[src/rtl/dmem_arbiter.sv]
// Two-port round-robin arbiter for the single-port 16-bit data memory.
// Port 0 is the CPU load/store unit and port 1 is the DMA/debug loader; bounded lock supports bursts.
module dmem_arbiter #(
  parameter int unsigned MAX_LOCK = 4
) (
  input  logic        Clock,
  input  logic        Reset,
  input  logic        req0,
  input  logic        req1,
  input  logic        we0,
  input  logic        we1,
  input  logic        lock0,
  input  logic        lock1,
  input  logic [15:0] addr0,
  input  logic [15:0] addr1,
  input  logic [15:0] wdata0,
  input  logic [15:0] wdata1,
  output logic        ack0,
  output logic        ack1,
  output logic [15:0] rdata0,
  output logic [15:0] rdata1,
  output logic [15:0] MemAddress,
  output logic [15:0] MemWriteData,
  output logic        MemWrite,
  input  logic [15:0] MemReadData,
  output logic        busy,
  output logic [1:0]  dbg_state
);

  // Handshake: a requester holds req/we/addr/wdata/lock until it samples ack=1 at a
  // rising edge; a req still high at that edge is a new back-to-back request.
  typedef enum logic [1:0] {
    IDLE = 2'd0,
    G0   = 2'd1,
    G1   = 2'd2
  } state_t;

  localparam logic [3:0] MaxLock = 4'(MAX_LOCK);

  state_t     state_q, state_d;
  logic       last_q, last_d;
  logic [3:0] cnt_q, cnt_d;

  always_ff @(posedge Clock) begin
    if (Reset) begin
      state_q <= IDLE;
      last_q  <= 1'b1;
      cnt_q   <= 4'd0;
    end else begin
      state_q <= state_d;
      last_q  <= last_d;
      cnt_q   <= cnt_d;
    end
  end

  always_comb begin
    state_d      = state_q;
    last_d       = last_q;
    cnt_d        = cnt_q;
    ack0         = 1'b0;
    ack1         = 1'b0;
    rdata0       = 16'h0000;
    rdata1       = 16'h0000;
    MemAddress   = 16'h0000;
    MemWriteData = 16'h0000;
    MemWrite     = 1'b0;
    busy         = 1'b0;

    if (!req0 && !req1) begin
      state_d = IDLE;
    end else if (req0 && !req1) begin
      state_d = G0;
    end else if (req1 && !req0) begin
      state_d = G1;
    end else if (state_q == G0 && lock0 && cnt_q < MaxLock) begin
      state_d = G0;
      cnt_d   = cnt_q + 4'd1;
    end else if (state_q == G1 && lock1 && cnt_q < MaxLock) begin
      state_d = G1;
      cnt_d   = cnt_q + 4'd1;
    end else begin
      state_d = last_q ? G0 : G1;
    end

    // An uncontested holder keeps its count; any port change or idle restarts it.
    if (state_d == IDLE || state_d != state_q) cnt_d = 4'd0;

    if (state_d == G0) last_d = 1'b0;
    else if (state_d == G1) last_d = 1'b1;

    case (state_q)
      G0: begin
        MemAddress   = addr0;
        MemWriteData = wdata0;
        MemWrite     = we0;
        ack0         = 1'b1;
        rdata0       = MemReadData;
        busy         = 1'b1;
      end
      G1: begin
        MemAddress   = addr1;
        MemWriteData = wdata1;
        MemWrite     = we1;
        ack1         = 1'b1;
        rdata1       = MemReadData;
        busy         = 1'b1;
      end
      default: ;
    endcase
  end

  assign dbg_state = state_q;

endmodule

[config.mk]
export PLATFORM = sky130hd
export DESIGN_NAME = dmem_arbiter
export DESIGN_NICKNAME = d
export VERILOG_FILES = /design/src/rtl/dmem_arbiter.sv
export SDC_FILE = /design/constraint.sdc
export NUM_CORES = 1
export LEC_CHECK = 0
export BUFFER_PORTS_ARGS = -buffer_cell sky130_fd_sc_hd__buf_2
export CAP_MARGIN = 10
export CORE_AREA = 2 2 62 64
export DETAILED_ROUTE_END_ITERATION = 8
export DIE_AREA = 0 0 64 66
export HOLD_SLACK_MARGIN = 0.02
export PLACE_DENSITY = 0.84
export SETUP_SLACK_MARGIN = 0.4
export SYNTH_ARGS = -nofsm -noshare
export SYNTH_HDL_FRONTEND = slang
export SYNTH_SLANG_ARGS = --single-unit
[constraint.sdc]
create_clock -name Clock -period 5.3 [get_ports Clock]
set_clock_uncertainty 0.2 [all_clocks]
set_input_delay 1.06 -clock Clock [delete_from_list [all_inputs] [get_ports Clock]]
set_output_delay 1.06 -clock Clock [all_outputs]
set_load 0.05 [all_outputs]
==> summary.md <==
| Metric | Value |
|---|---|
| Post-CTS sizing | `0` |
| Setup TNS | `0 ns` |
| Layout cells sized above 1 | `51.42%` |
| Most common cell after layout, fill and taps aside | `buf_2` |
| Sequential fraction of the synthesis area | `12.36%` |
| Drt drc | `0` |
| Hold endpoint | `cnt_q[3]$_SDFFE_PP0P_` |
| Crit-path slowest cell | `ha_1` |
| # Post-CTS Setup Buffers | `0` |
| Synth Area per Inst | `6.748 um^2` |
| Initial antenna violation count | `0` |
| Status | `completed` |
| R2R depth | `8` |
| Endpoints failing setup | `0` |
| Sequential share of power | `approximately 15%` |
| Flop-to-flop setup slack | `2.45 ns` |
| Startpoint Class | `register` |
| WP data arrival | `2.28 ns` |
| CP top delay family | `adder cells` |
| Clk pwr share | `12.1%` |
| Final core utilization | `a little under three fifths` |
| 1st-iter DRT viols | `70` |
| Cts hold-fix bufs | `0` |
| CTS H-tree depth | `1` |
| Vias per Instance | `4.877` |
| Die area | `approximately 4200 um^2` |
| RSZ-0062 raised after global routing | `false` |
| Hold slack | `0.3170 ns` |
| Min-delay src | `cnt_q[3]$_SDFFE_PP0P_` |
| HP Class | `register to register` |
| Synth Instances | `168` |
| Ys Warns | `0` |
| Final wirelength | `4484 um` |
| Crit. End Element | `output port` |
| Power density over the cells | `198.7 nW/um^2` |
| Slew Limit Fails | `0` |
| Number of global-route vias before repair | `1584` |
| Clk pin slew, worst setup/hold paths | `0.05 ns` |
| Total Routing Usage GR | `19.33%` |
| Io pins | `158` |
| Data required time of the critical path | `between 4 and 5 ns` |
| Worst-margin pin slew | `1.063 ns` |
| Cell count after placement | `around 360` |
| Final period utilization | `66.78%` |
| Largest net degree at the start of global routing | `35` |
| DR pass1 iterations | `4` |
| WS Path Type | `register to output port` |
| Via Count | `between 1500 and 2000` |
| Gpl congestion | `0.7254` |
| Die W | `approximately 64 um` |
| Max Fclk | `282.6 MHz` |
| Final hold viol count | `0` |
| Non-Filler Instances | `365` |
| First-pass GRT wire length | `6741 um` |
| Rows | `22` |
| Internal | `0.0001655 W` |
| Clock sinks | `7` |
| Port Buffers | `157` |
| CTS Buf Count | `3` |
| Worst path bufs/invs | `2` |
| Max FO, Critical Path | `29` |
| Final ANT Viol Nets | `0` |
| Switching Share | `57.69%` |
| Root buffer cell | `clkbuf_4` |
| Crit path cell chain | `ha_1 > buf_4 > a22oi_1 > nor2_1 > buf_2` |
| P_sw | `0.0002257 W` |
| Wire per inst | `12.28 um` |
| Worst r2r src | `dbg_state[0]$_SDFF_PP0_` |
| Synthesized flop and latch total | `7` |
| Cell Area, Synth | `1134 um^2` |
| Tmin final | `3.539 ns` |
| Reg-to-reg endpoint | `cnt_q[3]$_SDFFE_PP0P_` |
| Pleak | `1.171 nW` |
| Residual overflow from global routing | `0` |
| Total power | `0.0003911 W` |
| Clock Latency Late Sink | `0.24 ns` |
| Synth cell types | `23` |
| Ant diodes | `0` |
| Combinational group share of total power | `approximately 73%` |
| Commonest cells after routing, fill and taps aside | `buf_2 (157), nor2_1 (38), a22oi_1 (33)` |
| Max Cap Viol | `0` |
| Total core area | `3551 um^2` |
| Max clock buf depth | `2` |
| CP peak stage delay | `slightly above 0.7 ns` |
| Chip height | `around 66 um` |
| Nets | `414` |
| Hold Crit Depth | `1` |
| CTS tree | `yes` |
| Synthesized Nets | `264` |
| Maximum VDD drop | `158.2 uV` |
| Max_slew headroom | `29.13%` |
| P&R area growth vs syn | `73.62%` |
| Number of fill cells | `roughly 340` |
| Initial Util | `31.92%` |
| Detailed placement HPWL | `3661 um` |
worst reg2reg max path, delay by kind of cell (launching register included):
| family | cells | cell delay, ns |
|---|---|---|
| adders and majority gates | 2 | 0.94 |
| and+or+nand+nor | 3 | 0.68 |
| DFF | 1 | 0.41 |
| muxes | 2 | 0.30 |
| AOI/OAI and AO/OA | 1 | 0.23 |
how the worst max path moves through the flow:
stage | startpoint | to | slack, ns | cells past startpoint
2_1_floorplan | dbg_state[0]$_SDFF_PP0_ | MemAddress[7] | 1.31 | 5
3_3_place_gp | dbg_state[0]$_SDFF_PP0_ | MemWriteData[0] | 2.02 | 5
3_5_place_dp | dbg_state[0]$_SDFF_PP0_ | MemWriteData[5] | 2.01 | 6
4_1_cts | dbg_state[0]$_SDFF_PP0_ | MemWriteData[0] | 1.72 | 5
5_1_grt | dbg_state[0]$_SDFF_PP0_ | MemWriteData[2] | 1.49 | 5
6_report | dbg_state[0]$_SDFF_PP0_ | MemWriteData[0] | 1.76 | 5
synthesized netlist by cell type (all sizes together):
cell type,instances,area (um^2)
nand2b,2,12.51
inv,6,22.52
and2,32,200.2
dfxtp,7,140.1
nand3,2,10.01
o21ai,2,10.01
nand4,1,6.260
o221ai,1,15.01
nor3,5,25.02
nand2,2,7.510
nand4bb,2,22.52
nor3b,3,22.52
nor2,38,142.6
clkbuf,14,52.55
mux2i,3,30.03
a31oi,1,6.260
o22ai,1,6.260
a2111o,1,11.26
and4bb,2,25.02
a22oi,33,247.7
ha,8,100.1
a221oi,1,8.760
xor2,1,8.760
metal layers:
layer	vias to the layer above	routed length, um	GRT usage (%)
li1	893	-	-
met2	83	2299	35.16
met4	0	0	3.261
met3	0	421	5.281
met1	804	1763	22.82
met5	-	0	0
flip-flops by register name, indices dropped and copies added, names as in the netlist:
register   cells
dbg_state      2
last_q         1
cnt_q          4
power by group through the flow:
stage	clock network, W	registers [W]	logic (W)
floorplan	0	0.0000644	0.000201
global placement	0	0.0000602	0.000283
detailed placement	0	0.0000603	0.000285
CTS	0.0000494	0.0000592	0.000286
global route	0.0000536	0.0000597	0.000306
finish	0.0000472	0.0000594	0.000285
layout make-up:
type	count	area, um^2	share of cell area (%)
sequential	7	140.1	7.120
inverter	6	22.52	1.144
timing repair buffer	159	800.8	40.69
multi-input combinational	141	918.4	46.66
tap	48	60.06	3.051
clock buffer	4	26.28	1.335
stage by stage:
stage | worst slack (ns) | instance area, um^2
2_1_floorplan | 1.310 | 1134
3_3_place_gp | 2.018 | 1942
3_5_place_dp | 2.012 | 1942
4_1_cts | 1.720 | 1968
5_1_grt | 1.487 | 1968
6_report | 1.761 | 1968
cell families after synthesis:
group / synth area share, %
adder cells (fa/ha/maj): 8.830
flip-flops: 12.36
XOR/XNOR: 0.7728
AND/OR/NAND/NOR: 41.83
multiplexers: 2.649
buffers and inverters: 6.622
AO/OA/AOI/OAI: 26.93
(Power assumes the default switching activity.)
